==> config.mk <==
export PLATFORM = sky130hd
export DESIGN_NAME = alu_arbiter
export DESIGN_NICKNAME = d
export VERILOG_FILES = /design/src/rtl/alu_types.sv /design/src/rtl/alu.sv /design/src/rtl/alu_arbiter.sv
export SDC_FILE = /design/constraint.sdc
export NUM_CORES = 1
export LEC_CHECK = 0
export BUFFER_PORTS_ARGS = -buffer_cell sky130_fd_sc_hd__buf_2
export CORE_MARGIN = 4
export CORE_UTILIZATION = 40
export DETAILED_ROUTE_END_ITERATION = 8
export PLACE_DENSITY = 0.7
export SYNTH_ARGS = -nofsm -noshare
export SYNTH_HDL_FRONTEND = slang
export SYNTH_SLANG_ARGS = --single-unit
==> constraint.sdc <==
create_clock -name clk -period 6.45 [get_ports clk]
set_input_delay 0 -clock clk [delete_from_list [all_inputs] [get_ports clk]]
set_output_delay 0 -clock clk [all_outputs]
set_load 0.02 [all_outputs]
==> src/rtl/alu_types.sv <==
// ============================================================================
// Module      : alu_types (package)
// Description : Shared types for the ALU and the two-requester ALU arbiter.
//               alu_control_t selects the ALU operation; alu_arb_state_t is
//               the arbiter FSM state. Also provides the round-robin grant
//               helper used by the arbiter.
// Contents    : c_alu_width      - supported datapath width
//               alu_control_t    - 3-bit ALU opcode
//               alu_arb_state_t  - 2-bit arbiter state
//               alu_arb_grant()  - one-hot grant from valids and pointer
// Revision    : 1.0 - initial release
// ============================================================================
`default_nettype none

package alu_types;

    localparam int unsigned c_alu_width = 32;

    typedef enum logic [2:0] {
        ALU_ADD = 3'd0,
        ALU_SUB = 3'd1,
        ALU_AND = 3'd2,
        ALU_OR  = 3'd3,
        ALU_XOR = 3'd4,
        ALU_SLL = 3'd5,
        ALU_SRL = 3'd6,
        ALU_SLT = 3'd7
    } alu_control_t;

    typedef enum logic [1:0] {
        ARB_IDLE = 2'd0,
        ARB_EXEC = 2'd1,
        ARB_RESP = 2'd2
    } alu_arb_state_t;

    // Returns {grant1, grant0}. i_prio names the requester that wins when
    // both are valid; a lone valid requester always wins.
    function automatic logic [1:0] alu_arb_grant(
        input logic i_v0,
        input logic i_v1,
        input logic i_prio
    );
        logic [1:0] w_g;
        w_g[0] = i_v0 & (~i_v1 | ~i_prio);
        w_g[1] = i_v1 & (~i_v0 |  i_prio);
        return w_g;
    endfunction

endpackage

`default_nettype wire

==> src/rtl/alu.sv <==
// ============================================================================
// Module      : alu
// Description : Purely combinational N-bit ALU with wrapping arithmetic.
// Ports       : i_a, i_b      - operands
//               i_control     - operation select (alu_control_t)
//               o_result      - N-bit result
//               o_overflow    - signed overflow (ADD/SUB only, else 0)
//               o_zero        - result is all zeros
//               o_equal       - operands are equal
// Revision    : 1.0 - initial release
// ============================================================================
`default_nettype none

module alu
    import alu_types::*;
#(
    parameter int unsigned N = 32
) (
    input  logic [N-1:0]  i_a,
    input  logic [N-1:0]  i_b,
    input  alu_control_t  i_control,
    output logic [N-1:0]  o_result,
    output logic          o_overflow,
    output logic          o_zero,
    output logic          o_equal
);

    localparam int unsigned c_shw = $clog2(N);

    // Sign-extended by one bit: the top two bits differ exactly when the
    // N-bit signed result overflowed, and the extra bit of the difference is
    // the true signed less-than.
    logic [N:0]     w_sum;
    logic [N:0]     w_diff;
    logic [N-1:0]   w_result;
    logic           w_overflow;

    assign w_sum  = {i_a[N-1], i_a} + {i_b[N-1], i_b};
    assign w_diff = {i_a[N-1], i_a} - {i_b[N-1], i_b};

    always_comb begin
        w_result   = '0;
        w_overflow = 1'b0;
        case (i_control)
            ALU_ADD: begin
                w_result   = w_sum[N-1:0];
                w_overflow = w_sum[N] ^ w_sum[N-1];
            end
            ALU_SUB: begin
                w_result   = w_diff[N-1:0];
                w_overflow = w_diff[N] ^ w_diff[N-1];
            end
            ALU_AND: w_result = i_a & i_b;
            ALU_OR:  w_result = i_a | i_b;
            ALU_XOR: w_result = i_a ^ i_b;
            ALU_SLL: w_result = i_a << i_b[c_shw-1:0];
            ALU_SRL: w_result = i_a >> i_b[c_shw-1:0];
            ALU_SLT: w_result = {{(N-1){1'b0}}, w_diff[N]};
            default: w_result = '0;
        endcase
    end

    assign o_result   = w_result;
    assign o_overflow = w_overflow;
    assign o_zero     = (w_result == '0);
    assign o_equal    = (i_a == i_b);

endmodule

`default_nettype wire

==> src/rtl/alu_arbiter.sv <==
// ============================================================================
// Module      : alu_arbiter
// Description : Time-shares a single ALU between two requesters. One
//               operation is in flight at a time: IDLE (grant/accept),
//               EXEC (ALU fed from operand registers, result captured),
//               RESP (result held until the consumer takes it).
//               Contention is resolved round-robin.
// Ports       : clk                      - clock, rising edge
//               rst                      - synchronous reset, active low
//               reqX_valid / reqX_ready  - requester X handshake (X = 0, 1)
//               reqX_a, reqX_b           - requester X operands
//               reqX_control             - requester X operation
//               out_valid / out_ready    - result handshake
//               out_id                   - requester that issued the result
//               out_result               - captured ALU result
//               out_overflow/zero/equal  - captured ALU flags
//               busy                     - FSM not in IDLE
// Revision    : 1.0 - initial release
// ============================================================================
`default_nettype none

module alu_arbiter
    import alu_types::*;
#(
    parameter int unsigned N = 32
) (
    input  logic          clk,
    input  logic          rst,
    input  logic          req0_valid,
    input  logic          req1_valid,
    output logic          req0_ready,
    output logic          req1_ready,
    input  logic [N-1:0]  req0_a,
    input  logic [N-1:0]  req0_b,
    input  logic [N-1:0]  req1_a,
    input  logic [N-1:0]  req1_b,
    input  alu_control_t  req0_control,
    input  alu_control_t  req1_control,
    output logic          out_valid,
    input  logic          out_ready,
    output logic          out_id,
    output logic [N-1:0]  out_result,
    output logic          out_overflow,
    output logic          out_zero,
    output logic          out_equal,
    output logic          busy
);

    // ------------------------------------------------------------------
    // State and datapath registers
    // ------------------------------------------------------------------
    alu_arb_state_t r_state;
    alu_arb_state_t w_state_next;

    // Requester that wins when both are valid; 0 out of reset.
    logic           r_prio;

    logic [N-1:0]   r_op_a;
    logic [N-1:0]   r_op_b;
    alu_control_t   r_op_ctrl;
    logic           r_op_id;

    logic [N-1:0]   r_out_result;
    logic           r_out_overflow;
    logic           r_out_zero;
    logic           r_out_equal;
    logic           r_out_id;

    // ------------------------------------------------------------------
    // Combinational signals
    // ------------------------------------------------------------------
    logic [1:0]     w_grant;
    logic           w_ready0;
    logic           w_ready1;
    logic           w_accept;
    logic           w_busy;
    logic           w_out_valid;

    logic [N-1:0]   w_alu_result;
    logic           w_alu_overflow;
    logic           w_alu_zero;
    logic           w_alu_equal;

    assign w_grant  = alu_arb_grant(req0_valid, req1_valid, r_prio);
    assign w_accept = w_ready0 | w_ready1;

    // ------------------------------------------------------------------
    // FSM: state register
    // ------------------------------------------------------------------
    always_ff @(posedge clk) begin
        if (!rst) begin
            r_state <= ARB_IDLE;
        end else begin
            r_state <= w_state_next;
        end
    end

    // ------------------------------------------------------------------
    // FSM: next-state logic
    // ------------------------------------------------------------------
    always_comb begin
        w_state_next = r_state;
        case (r_state)
            ARB_IDLE: if (w_accept)  w_state_next = ARB_EXEC;
            ARB_EXEC:                w_state_next = ARB_RESP;
            ARB_RESP: if (out_ready) w_state_next = ARB_IDLE;
            default:                 w_state_next = ARB_IDLE;
        endcase
    end

    // ------------------------------------------------------------------
    // FSM: outputs
    // Readys are only offered from IDLE and are masked while reset is
    // asserted so nothing can be accepted on a reset edge.
    // ------------------------------------------------------------------
    always_comb begin
        w_ready0    = 1'b0;
        w_ready1    = 1'b0;
        w_busy      = 1'b1;
        w_out_valid = 1'b0;
        case (r_state)
            ARB_IDLE: begin
                w_busy = 1'b0;
                if (rst) begin
                    w_ready0 = w_grant[0];
                    w_ready1 = w_grant[1];
                end
            end
            ARB_EXEC: w_busy = 1'b1;
            ARB_RESP: w_out_valid = 1'b1;
            default:  w_busy = 1'b1;
        endcase
    end

    // ------------------------------------------------------------------
    // Datapath: operand capture, result capture, round-robin pointer
    // ------------------------------------------------------------------
    always_ff @(posedge clk) begin
        if (!rst) begin
            r_prio         <= 1'b0;
            r_op_a         <= '0;
            r_op_b         <= '0;
            r_op_ctrl      <= ALU_ADD;
            r_op_id        <= 1'b0;
            r_out_result   <= '0;
            r_out_overflow <= 1'b0;
            r_out_zero     <= 1'b0;
            r_out_equal    <= 1'b0;
            r_out_id       <= 1'b0;
        end else begin
            if (w_accept) begin
                r_op_a    <= w_ready1 ? req1_a       : req0_a;
                r_op_b    <= w_ready1 ? req1_b       : req0_b;
                r_op_ctrl <= w_ready1 ? req1_control : req0_control;
                r_op_id   <= w_ready1;
            end
            if (r_state == ARB_EXEC) begin
                r_out_result   <= w_alu_result;
                r_out_overflow <= w_alu_overflow;
                r_out_zero     <= w_alu_zero;
                r_out_equal    <= w_alu_equal;
                r_out_id       <= r_op_id;
            end
            // Favour the other requester once this result is consumed.
            if ((r_state == ARB_RESP) && out_ready) begin
                r_prio <= ~r_out_id;
            end
        end
    end

    // ------------------------------------------------------------------
    // The single shared ALU, fed only from the operand registers
    // ------------------------------------------------------------------
    alu #(
        .N (N)
    ) u_alu (
        .i_a        (r_op_a),
        .i_b        (r_op_b),
        .i_control  (r_op_ctrl),
        .o_result   (w_alu_result),
        .o_overflow (w_alu_overflow),
        .o_zero     (w_alu_zero),
        .o_equal    (w_alu_equal)
    );

    // ------------------------------------------------------------------
    // Output assignments
    // ------------------------------------------------------------------
    assign req0_ready   = w_ready0;
    assign req1_ready   = w_ready1;
    assign busy         = w_busy;
    assign out_valid    = w_out_valid;
    assign out_id       = r_out_id;
    assign out_result   = r_out_result;
    assign out_overflow = r_out_overflow;
    assign out_zero     = r_out_zero;
    assign out_equal    = r_out_equal;

endmodule

`default_nettype wire

==> Yosys cells after proc, flatten, opt, wreduce, memory -nomap -nowiden <==
Index checks and enable logic that the tools add are counted.
W data, S select, Z words.
{ "totals": {"register_bits": 107, "input_bits": 139, "out_inout_bits": 40, "wordCells": 60} }
{ "classes": {"addsub": 2, "eq_ne": 12, "shifts": 2, "mux": 14, "n_bitwise": 14, "n_reduce_logical": 5} }
{ "ops": {"columns": ["op", "count"], "rows": [
  ["$pmux W32 S8", 1],
  ["$mux W32", 2],
  ["$add A32 B32 Y33", 1],
  ["$sub A32 B32 Y33", 1],
  ["$and A32 B32 Y32", 1],
  ["$eq A32 B32 Y1", 1],
  ["$logic_not A32 Y1", 1],
  ["$or A32 B32 Y32", 1],
  ["$shl A32 B5 Y32", 1],
  ["$shr A32 B5 Y32", 1],
  ["$xor A32 B32 Y32", 1],
  ["$eq A3 B3 Y1 const B", 4],
  ["$eq A3 B2 Y1 const B", 2],
  ["$mux W1", 6],
  ["$pmux W2 S3", 1],
  ["$mux W2", 2],
  ["$ne A2 B2 Y1 const B", 2],
  ["$not A1 Y1", 4],
  ["$eq A3 B1 Y1 const B", 1],
  ["$logic_not A3 Y1", 1],
  ["$mux W3", 1],
  ["$or A1 B1 Y1", 3],
  ["$and A1 B1 Y1", 2],
  ["$eq A2 B1 Y1 const B", 1],
  ["6 further kinds", 7]
]} }

==> Depth between registers and ports, before layout <==
{ "depth": {"ltp_word": 8, "depth_mapped": 18, "mapped_depth_nobuf": 13} }

==> Cells and area by module <==
A second synthesis with hierarchy kept.
{ "hier_totals": {"cells_unflattened": 1996, "area_unflattened_um2": 15040.7} }
{ "modules_own_cells": {"columns": ["mod", "instances", "cells_per_inst", "area_each_um2", "seq_area_each_um2"], "rows": [
  ["alu", 1, 1402, 10012.1, 0.0],
  ["alu_arbiter", 1, 594, 5028.6, 2142.1]
]} }

==> Least setup slack after synthesis <==
No wires, ideal clock.
{ "synth_timing": {"path_type": "reg2reg", "startpoint": "reg r_op_b[2]", "endpoint": "reg r_out_zero, in the netlist out_zero", "setup_time_ns": 0.087, "t_arrival_ns": 4.368, "t_required_ns": 6.363, "setup_slack_ns": 1.995, "stages_incl_launch_ff": 19, "n_path_buf": 6, "synth_period_minus_slack_ns": 4.455, "path_cell_list": "dfxtp_1 > buf_6 > buf_2 > buf_2 > inv_1 > buf_2 > buf_1 > ha_1 > clkbuf_1 > o21bai_1 > nand3_1 > a2111oi_0 > or3_1 > a21oi_1 > a211o_1 > or4_1 > nor4_1 > nand4_1 > o31ai_1"} }
{ "synth_between": {"elab_chain_cells": 3, "elab_cells_between_ends": 9, "classes_between": "2 x add/sub; 2 x shift; 1 x mux; 3 x bitwise; 1 x reduce/logical"} }
{ "synth_lines": {"columns": ["element", "line", "source"], "rows": [
  ["start, declared", "alu_arbiter.sv:59", "logic [N-1:0] r_op_b;"],
  ["start signal, assigned", "alu_arbiter.sv:153", "r_op_b <= w_ready1 ? req1_b : req0_b;"],
  ["$sub A32 B32 Y33 (tied with other cells)", "alu.sv:39", "assign w_diff = {i_a[N-1], i_a} - {i_b[N-1], i_b};"],
  ["$pmux W32 S8 *", "alu.sv:44", "case (i_control)"],
  ["$logic_not A32 Y1 *", "alu.sv:65", "assign o_zero = (w_result == '0);"],
  ["end signal, assigned", "alu_arbiter.sv:160", "r_out_zero <= w_alu_zero;"],
  ["end, declared", "alu_arbiter.sv:65", "logic r_out_zero;"]
]} }
Mark *: on every way between the ends. The rest lies on a longest branch, timed or not.
A chain may end at the register's enable or synchronous reset.

==> Final worst setup path <==
{ "layout_timing": {"startpoint": "reg r_op_b[4]", "endpoint": "reg r_out_zero, in the netlist out_zero"} }
The elaborated chain is that of the path after synthesis.

==> results.sh <==
export IMPL_crit_chain="inv_1 -> ha_1 -> nor3_1 -> o21ai_0 -> a31oi_1 -> o21ai_0 -> and3_1 -> a21oi_1 -> a32oi_1 -> a2111oi_0 -> nand4_1 -> o31ai_1"
export IMPL_grt_met2_usage_pct=52.2
export IMPL_skew_ps=7.58
export IMPL_synth_flop_cell="dfxtp_1"
export IMPL_result_of_the_run="finished clean"
export IMPL_firstDrtPassIters=6
export IMPL_floorplan_io_pins=179
export IMPL_drt_total_wl_um=68500
export IMPL_vias_per_cell=6.61
export IMPL_dpl_cell_area_sq_um=15600
export IMPL_global_route_wire_length_before_repair_um=102000
export IMPL_worst_endpoint_required_ps=6760
export IMPL_grt_busiest_layer="met2"
export IMPL_cp_data_arrival_time_ps=5400
export IMPL_synth_area_per_cell_sq_um=7.33
export IMPL_synth_area_sq_um=14500
export IMPL_grt_antenna_before_repair=0
export IMPL_post_cts_repair_setup_buffers=0
export IMPL_max_vdd_ir_drop_uv=145
export IMPL_ant_nets=0
export IMPL_worst_path_max_fanout=13
export IMPL_grt_total_usage_pct=33.8
export IMPL_clkTransAtPathRegs_ps=70
export IMPL_power_density_nw_per_um2=194
export IMPL_fmax_mhz=196
export IMPL_cp_common_cell="o21ai_0"
export IMPL_most_common_layout_cells="241 x nand2_1, 218 x nor2_1, 178 x buf_2"
export IMPL_hp_start="req0_a[0]"
export IMPL_critical_path_slowest_cell="a2111oi_0"
export IMPL_clock_path_buffers=2
export IMPL_grt_met3_usage_pct=6.53
export IMPL_synthDistinctLibCells=86
export IMPL_reg2reg_slack_ps=1350
export IMPL_core_sq_um=35700
export IMPL_detailed_place_hpwl_um=51100
export IMPL_setup_viol=0
export IMPL_cap_viol_max_count=0
export IMPL_cp_start_kind="register"
export IMPL_gp_congestion=1.09
export IMPL_gr_total_overflow=0
export IMPL_cpPeakStageDelay_ps=790
export IMPL_leakagePower_nw=6.70
export IMPL_synth_edf_count=0
export IMPL_cts_htree_levels=3
export IMPL_regToRegStartpoint="r_op_b[4]$_SDFFE_PN0P_"
export IMPL_setup_worst_path_start="r_op_b[4]$_SDFFE_PN0P_"
export IMPL_post_synth_inst_count=1974
export IMPL_syn2layout_area_growth_pct=18.8
export IMPL_synth_fp_nets=2212
export IMPL_chipHeight_um=198
export IMPL_finalHoldViolations=0
export IMPL_mostFrequentLayoutCell="nand2_1"
export IMPL_timing_final_max_slew_violations=0
export IMPL_fill_cells=3563
export IMPL_criticalPathCategory="register to register"
export IMPL_post_route_min_period_ps=5100
export IMPL_wire_per_inst_um=26.1
export IMPL_root_buffer="clkbuf_16"
export IMPL_detail_route_iter0_violations=2156
export IMPL_tritoncts_num_buffers=9
export IMPL_drive_gt1_share_pct=16.9
export IMPL_setup_tns_ps=0
export IMPL_synth_seq_area_share_pct=14.8
export IMPL_final_cell_area_sq_um=17200
export IMPL_worstPathBufferInverterCount=1
export IMPL_fp_dieArea_sq_um=39300
export IMPL_relSlewSlack_pct=21.0
export IMPL_grt_pass1_vias=16400
export IMPL_drt_drc=0
export IMPL_synth_seq_cells=107
export IMPL_num_nets_final=2394
export IMPL_min_path_type="input pin to register"
export IMPL_synth_async_reset_ratio_pct=0
export IMPL_worst_skew_pair_late_latency_ps=400
export IMPL_initial_utilization_pct=40.6
export IMPL_period_share_pct=79.0
export IMPL_use_met1_pct=46.8
export IMPL_clock_sinks=107
export IMPL_setup_worst_path_end_class="register"
export IMPL_yosys_warnings=0
export IMPL_vias=17300
export IMPL_timing_worst_slew_pin_value_ps=1170
export IMPL_die_width_um=198
export IMPL_grt_max_degree=96
export IMPL_postCtsResizedCells=0
export IMPL_tritoncts="done"
export IMPL_cpLargestDelayFamily="compound AO/OA/AOI/OAI gates"
export IMPL_grt_setup_unrepaired="false"
export IMPL_core_rowCount=69
export IMPL_antennaDiodeCount=0
export IMPL_port_buffers=178
-- flip-flops by register name, indices dropped and copies added, names as in the netlist --
signal        flops
out_zero          1
out_id            1
r_state           2
r_op_a           32
r_prio            1
out_overflow      1
out_equal         1
out_result       32
r_op_ctrl         3
r_op_b           32
r_op_id           1
-- layer usage --
layer  vias up  routed length, um
met5         -                  0
li1       7750                  -
met3       156               6320
met4         0               3020
met1      8451              29000
met2       978              30200
-- Yosys cell counts (7+ instances only) --
cell type	instances	area share [%]
a21oi_1	106	3.7
nand4_1	19	0.82
o211a_1	8	0.55
o22ai_1	41	1.8
mux2i_1	34	2.4
a221oi_1	7	0.42
nand2b_1	17	0.74
inv_1	100	2.6
mux4_2	60	9.3
o21ai_0	87	3.0
nor2b_1	26	1.1
a22oi_1	37	1.9
buf_2	18	0.62
a311oi_1	76	4.6
a221o_1	8	0.55
o21bai_1	13	0.67
and2_1	12	0.52
o211ai_1	38	2.0
dfxtp_1	107	15
nor2_1	218	5.7
or3_1	18	0.78
nand3b_1	7	0.36
mux2_2	35	2.7
a211oi_1	35	1.8
o2111ai_1	9	0.55
nand2_1	241	6.3
a2111oi_0	10	0.61
buf_1	21	0.55
nor3_1	52	1.8
and3_1	11	0.48
a31oi_1	17	0.74
xnor2_1	9	0.55
or2_2	12	0.52
clkbuf_1	138	3.6
nand3_1	32	1.1
a21o_1	13	0.67
ha_1	97	8.4
o31ai_1	15	0.78
nor4_1	12	0.52
buf_4	11	0.57
o21a_1	10	0.52
o221ai_1	13	0.79
a211o_1	10	0.61
-- worst min-delay path: cells and delay by family --
| family | cells | cell delay [ps] |
|---|---|---|
| simple gates | 1 | 50 |
| buf+inv | 1 | 100 |
| compound gates | 1 | 200 |
-- final cells by class --
class	instances	area [sq um]	share of cell area (%)
Tap cell	461	577	3.36
Clock buffer	13	240	1.40
Multi-Input combinational cell	1571	11200	64.9
Timing Repair Buffer	362	2620	15.3
Inverter	105	395	2.30
Sequential cell	107	2150	12.5
Clock inverter	2	37.5	0.218
-- report_power, final --
part / leakage, nW / switching, mW / total (mW) / internal (mW)
Combinational: 5.69 / 1.18 / 1.90 / 0.719
Sequential: 0.880 / 0.131 / 0.858 / 0.727
Clock: 0.130 / 0.276 / 0.576 / 0.300
-- path summary, 6_finish.rpt --
check / depth (start not counted) / to
min reg2reg: 2 / out_result[25]$_SDFFE_PN0N_
max: 12 / out_zero$_SDFFE_PN0N_
min: 3 / r_op_a[0]$_SDFFE_PN0P_
max reg2reg: 12 / out_zero$_SDFFE_PN0N_
-- logic make-up after synthesis --
family	after synthesis	synth area share (%)
AND/OR/NAND/NOR	708	22.5
buffers and inverters	296	8.28
AO/OA/AOI/OAI	619	30.3
flip-flops	107	14.8
multiplexers	129	14.4
adder cells (fa/ha/maj)	100	8.74
XOR/XNOR	15	0.908
-- through the flow --
stage                     setup slack, ps  util, %  instances  total power, mW  hold WS, ps
after floorplan                      2000        -       1974             2.02          159
after global routing                 1090     48.2       2621             3.49         12.6
after CTS                            1510     48.2       2621             3.28         9.60
final                                1350     48.2       2621             3.34         23.7
after detailed placement             1540     43.6       2471             2.62          270
after global placement               1540     43.6       2471             2.61          263
-- repair_timing --
item / in CTS / in global routing
setup endpoints to repair: 0 / 0
hold buffers: 135 / 0
endpoints found under the hold margin: 71 / 0
(Power assumes the default switching activity.)
